[src/rtl/mag_cmp_seq.sv]
// Chunk-serial MSB-first magnitude comparator (unsigned or two's-complement), one-hot G/E/L result.
// Latency: N = WIDTH/CHUNK cycles from start to done; fewer when MAG_CMP_SEQ_EARLY_EXIT_EN is defined.
// Backpressure: start is ignored while busy; a start in the done cycle is accepted back-to-back.
module mag_cmp_seq #(
    parameter int WIDTH = 16,
    parameter int CHUNK = 4
) (
    input  logic             clk,
    input  logic             rst,
    input  logic             start,
    input  logic             signed_mode,
    input  logic [WIDTH-1:0] a,
    input  logic [WIDTH-1:0] b,
    output logic             busy,
    output logic             done,
    output logic             G,
    output logic             E,
    output logic             L
);

    localparam int N  = WIDTH / CHUNK;
    localparam int IW = (N > 1) ? $clog2(N) : 1;

    // Flipping the sign bit maps two's-complement order onto unsigned order.
    localparam logic [WIDTH-1:0] MSB_MASK = WIDTH'(1) << (WIDTH - 1);

    typedef enum logic [1:0] {
        IDLE = 2'd0,
        RUN  = 2'd1,
        DONE = 2'd2
    } state_t;

    state_t           state;
    state_t           next_state;
    logic [WIDTH-1:0] a_q;
    logic [WIDTH-1:0] b_q;
    logic             mode_q;
    logic [IW-1:0]    idx;
    logic             gt_q;
    logic             lt_q;

    logic [WIDTH-1:0] a_cmp;
    logic [WIDTH-1:0] b_cmp;
    logic [CHUNK-1:0] ca;
    logic [CHUNK-1:0] cb;
    logic             nxt_gt;
    logic             nxt_lt;
    logic             last;
    logic             accept;

    // Select the current chunk of the (sign-adjusted) latched operands and fold it into the running result.
    always_comb begin
        a_cmp = mode_q ? (a_q ^ MSB_MASK) : a_q;
        b_cmp = mode_q ? (b_q ^ MSB_MASK) : b_q;
        ca    = '0;
        cb    = '0;
        for (int i = 0; i < N; i++) begin
            if (idx == IW'(i)) begin
                ca = a_cmp[i*CHUNK +: CHUNK];
                cb = b_cmp[i*CHUNK +: CHUNK];
            end
        end
        // Once a higher chunk has decided the order, lower chunks cannot change it.
        nxt_gt = gt_q | (~gt_q & ~lt_q & (ca > cb));
        nxt_lt = lt_q | (~gt_q & ~lt_q & (ca < cb));
        last   = (idx == '0);
        accept = start && ((state == IDLE) || (state == DONE));
    end

    // State register.
    always_ff @(posedge clk) begin
        if (rst) begin
            state <= IDLE;
        end else begin
            state <= next_state;
        end
    end

    // Next-state and status outputs.
    always_comb begin
        next_state = state;
        busy       = 1'b0;
        done       = 1'b0;
        case (state)
            IDLE: begin
                if (start) next_state = RUN;
            end
            RUN: begin
                busy = 1'b1;
`ifdef MAG_CMP_SEQ_EARLY_EXIT_EN
                if (last || (ca != cb)) next_state = DONE;
`else
                if (last) next_state = DONE;
`endif
            end
            DONE: begin
                done       = 1'b1;
                next_state = start ? RUN : IDLE;
            end
            default: next_state = IDLE;
        endcase
    end

    // Operand capture, chunk walk and result registers.
    always_ff @(posedge clk) begin
        if (rst) begin
            a_q    <= '0;
            b_q    <= '0;
            mode_q <= 1'b0;
            idx    <= '0;
            gt_q   <= 1'b0;
            lt_q   <= 1'b0;
            G      <= 1'b0;
            E      <= 1'b0;
            L      <= 1'b0;
        end else if (accept) begin
            a_q    <= a;
            b_q    <= b;
            mode_q <= signed_mode;
            idx    <= IW'(N - 1);
            gt_q   <= 1'b0;
            lt_q   <= 1'b0;
            G      <= 1'b0;
            E      <= 1'b0;
            L      <= 1'b0;
        end else if (state == RUN) begin
            gt_q <= nxt_gt;
            lt_q <= nxt_lt;
            if (!last) idx <= idx - 1'b1;
            if (next_state == DONE) begin
                G <= nxt_gt;
                L <= nxt_lt;
                E <= ~nxt_gt & ~nxt_lt;
            end
        end
    end

endmodule
[config.mk]
export PLATFORM = sky130hd
export DESIGN_NAME = mag_cmp_seq
export DESIGN_NICKNAME = d
export VERILOG_FILES = /design/src/rtl/mag_cmp_seq.sv
export SDC_FILE = /design/constraint.sdc
export NUM_CORES = 1
export LEC_CHECK = 0
export ABC_AREA = 1
export BUFFER_PORTS_ARGS = -buffer_cell sky130_fd_sc_hd__buf_2
export CAP_MARGIN = 15
export CORE_MARGIN = 4
export CORE_UTILIZATION = 50
export DETAILED_ROUTE_END_ITERATION = 6
export PLACE_DENSITY = 0.74
export REMOVE_ABC_BUFFERS = 1
export SLEW_MARGIN = 20
export SYNTH_ARGS = -nofsm -noshare
export SYNTH_HDL_FRONTEND = slang
export SYNTH_SLANG_ARGS = --single-unit
[constraint.sdc]
create_clock -name clk -period 4.35 [get_ports clk]
set_clock_uncertainty 0.05 [all_clocks]
set_input_delay 0.87 -clock clk [delete_from_list [all_inputs] [get_ports clk]]
set_output_delay 0.87 -clock clk [all_outputs]
set_load 0.05 [all_outputs]
After elaboration in Yosys (flattened, before gate mapping):

Index checks and enable logic that the tools add are counted.
Widths: inputs -> output; s select.

* input bits: 36
* output and inout bits: 5
* logic and storage cells: 59
* flip-flop bits (word level): 42

* equal/unequal tests: 7
* $add $sub $neg: 1
* reductions and logical operators: 8
* mux-type cells: 19
* order comparisons: 2
* bitwise gates (word level): 12

Operator list (count)
* $mux 16: 2
* $mux 4: 8
* $mux 2: 5
* $eq 2x2->1 const B: 4
* $not 1->1: 6
* $pmux 2 s3: 1
* $and 1x1->1: 4
* $eq 2x1->1 const B: 2
* $gt 4x4->1: 1
* $logic_not 2->1: 2
* $lt 4x4->1: 1
* $reduce_and 2->1: 2
* $mux 1: 3
* $ne 2x1->1 const B: 1
* $or 1x1->1: 2
* $reduce_bool 2->1: 1
* $reduce_or 2->1: 1
* $sub 2x1->2 const B: 1
* $logic_and 1x1->1: 1
* $logic_or 1x1->1: 1

Depth between registers and ports, before layout:

* depth after elaboration: 11
* gate-level depth with buffers: 19
* depth with buffers taken out: 18

Worst setup path before layout:

OpenSTA, ideal clock, no wires.

* kind: register to register
* start: reg idx[1]
* end: reg E
* data arrival time: 1944 ps
* stages on the path, launching flop included: 15
* slack: 2245 ps
* period minus slack after synthesis: 2105 ps
* cells stage by stage: dfxtp_1 > inv_1 > ha_1 > buf_2 > inv_2 > nor2_1 > o31ai_1 > o21ai_1 > ha_1 > a21oi_1 > nand3_1 > nand2_1 > nor2_1 > nor2_1 > nor2_1

* longest elaborated chain between the ends: 10
* elaborated cells between the ends (all ways): 25

RTL lines
* start: declaration: line 38 `logic [IW-1:0] idx;`
* start signal: assignment: line 120 `idx <= IW'(N - 1);`
* start signal: assignment: line 129 `if (!last) idx <= idx - 1'b1;`
* $logic_not 2->1: line 58, 66
* $mux 4 (4 in a row): line 58 `if (idx == IW'(i)) begin`
* $gt 4x4->1 or $lt 4x4->1 (tied branches): line 64, 65
* $and 1x1->1, on equally long branches: line 64, 65
* $or 1x1->1, on equally long branches: line 64, 65
* $not 1->1: line 133 `E <= ~nxt_gt & ~nxt_lt;`
* $and 1x1->1: line 133
* end signal: assignment: line 133
* end: declaration: line 17 `output logic E,`

Parallel ways exist; a longest one is shown, timed or not.
A chain may end at the register's enable or synchronous reset.

Final worst setup path:

* start: reg idx[0]
* end: reg E

Same word-level chain as after synthesis.

==> flow_summary.yaml <==
critical_path:
  critPathArrivalTime_ns: 2.63
  path_class: "register to register"
  crit_required_ns: 4.52
  critPathLaunchType: "register"
  worstPathMaxFanout: 10
  critPathCaptureType: "register"
layout:
  fill_cells: 383
  layout-drive-gt1-share: 0.2033
  antennaDiodeCount: 0
  syn_to_final_growth_pct: 14.93
  multi_input_area_um2: 972.2
  final_cell_area_um2: 2253
  nets: 348
  seq_area_um2: 840.8
timing:
  max_slew_margin: 0.6832
  setup_tns_ns: 0
  fmax_mhz: 407.1
  fin_crit_sh: 0.5647
  rsz0062_at_grt: "no"
  finalHoldViolations: 0
  period_needed_ns: 2.457
  final-setup-viol-count: 0
  slew_violations: 0
  tightestPinTransition_ns: 0.4746
placement:
  placed_cell_area_um2: 2147
  port_buffers: 40
  gp_congestion: 0.7942
  dp_hpwl_um: 3003
route:
  drcViolationCount: 0
  totalWireLength_um: 4135
  ant_nets: 0
  vias: 1756
  firstDrtPassIters: 4
  wire_per_inst_um: 11.71
  drt_iter0_drc: 87
  viasPerCell: 4.975
synth:
  syn_inst: 270
  syn_area_um2: 1961
  synth_area_leaders: "dfxtp_1, nor2_1, o21ai_1"
  seq_area_frac_synth: 0.4288
  yosysWarningCount: 0
  synth_top_area_share: 0.4288
  synth_area_leader_cell: "dfxtp_1"
  synth_cell_types: 26
  syn-mean-instance-area_um2: 7.262
  synth-seq-cells: 42
global_route:
  track_usage: 0.1683
  grt_pass1_wl_um: 6900
  overflow: 0
  grt_max_degree: 37
  antenna_found_initial: 0
  first_global_vias: 1670
clock_network:
  cts_resized: 0
  root_buffer: "clkbuf_8"
  cts_setup_buffers: 0
  path_clk_slew_ns: 0.08
  clock_latency_ns: 0.29
  cts_sinks: 42
  cts_tree: "yes"
  cts_htree_levels: 2
  holdBufCountCts: 0
  clk_path_buf_depth: 2
  numCtsBuffers: 5
hold_path:
  hold_class: "register to register"
floorplan:
  pin_count: 41
  die_h_um: 70.62
  die_width_um: 70.62
  core_um2: 3716
  die_area_um2: 4987
  num_rows: 22
  start_util: 0.5276
run:
  drv_cap: 0
run_status:
  outcome: "finished clean"
power_and_ir_drop:
  p_leak_nw: 1.059
  powerDensity_nw_per_um2: 431.9
  vdd_ir_drop_max_v: 0.0002536
  power_uw: 973.3
-- cell usage in the layout, fill, tap and decap left out --
master,Yosys,routed
a211oi_1,1,1
a21oi_1,17,17
buf_2,5,40
bufinv_16,0,1
clkbuf_1,4,2
clkbuf_8,0,5
dfxtp_1,42,42
ha_1,8,8
inv_1,10,10
inv_2,8,8
inv_4,1,1
nand2_1,22,22
nand2_4,2,2
nand3_1,9,9
nor2_1,80,80
nor2_2,3,3
nor2_4,1,1
nor2_8,1,1
o211ai_1,1,1
o21ai_0,5,5
o21ai_1,40,40
o21bai_1,1,1
o22ai_1,1,1
o31ai_1,2,2
xnor2_1,1,1
xor2_1,1,1
-- worst paths after layout --
path            from      end  slack (ns)  cells after the start
max           idx[0]        E        1.89                     13
min reg2reg  a_q[11]  a_q[11]        0.44                      2
max reg2reg   idx[0]        E        1.89                     13
min          a_q[11]  a_q[11]        0.44                      2
-- where the power goes --
part | internal, mW | leakage [nW] | switching, mW | total [mW]
Clock | 0.172 | 0.0524 | 0.123 | 0.295
Sequential | 0.418 | 0.348 | 0.0215 | 0.439
Combinational | 0.0879 | 0.659 | 0.152 | 0.239
Total | 0.677 | 1.06 | 0.296 | 0.973
-- critical path, stage by stage, from the launching register on --
cell and delay, ns:
dfxtp_1 0.34, inv_1 0.11, ha_1 0.43, a21oi_1 0.13
o31ai_1 0.25, o21ai_1 0.11, ha_1 0.31, a21oi_1 0.20
nand2_1 0.09, nand2_1 0.08, nand2_1 0.05, nor2_1 0.08
nor2_1 0.04, nor2_1 0.11
-- cells in the mapped netlist --
library cell and n:
buf_2 5, dfxtp_1 42, nor2_8 1, inv_4 1, inv_1 10, nor2_1 80, o21bai_1 1, a211oi_1 1
nor2_2 3, xnor2_1 1, xor2_1 1, nand3_1 9, nand2_1 22, clkbuf_1 4, o211ai_1 1, buf_6 1
a21oi_1 17, buf_4 3, o21ai_0 5, o22ai_1 1, ha_1 8, o31ai_1 2, nand2_4 2, o21ai_1 40
inv_2 8, nor2_4 1
-- cell families after synthesis --
logic type	Yosys count	synth area share
fa+ha+maj	8	0.05106
flops	42	0.4288
buf+inv	32	0.07530
xor+xnor	2	0.008936
simple gates	118	0.2553
compound gates	68	0.1806
-- flip-flops by register name, indices dropped and copies added, names as in the netlist --
name    cells
L           1
a_q        16
lt_q        1
mode_q      1
b_q        16
E           1
gt_q        1
idx         2
G           1
state       2
-- routing by layer --
layer / wire, um / GRT usage
met5: 0 / 0
met4: 83 / 0.06263
met3: 179 / 0.03835
met2: 1850 / 0.2900
met1: 2021 / 0.2049
-- final cells by class --
class | instances | area share
Clock inverter | 1 | 0.01333
Timing Repair Buffer | 40 | 0.08884
Inverter | 19 | 0.03276
Sequential cell | 42 | 0.3731
Tap cell | 48 | 0.02665
Multi-Input combinational cell | 196 | 0.4314
Clock buffer | 7 | 0.03387
-- per-stage QoR --
stage	instances	worst slack [ns]	util	hold WS (ns)
detailed placement	345	1.949	0.5778	0.4327
global placement	345	2.046	0.5778	0.4155
global route	353	1.621	0.6064	0.4646
CTS	353	1.937	0.6064	0.4476
floorplan	257	2.254	-	0.3996
finish	353	1.893	0.6064	0.4406
Power figures use the tool's default switching activity.
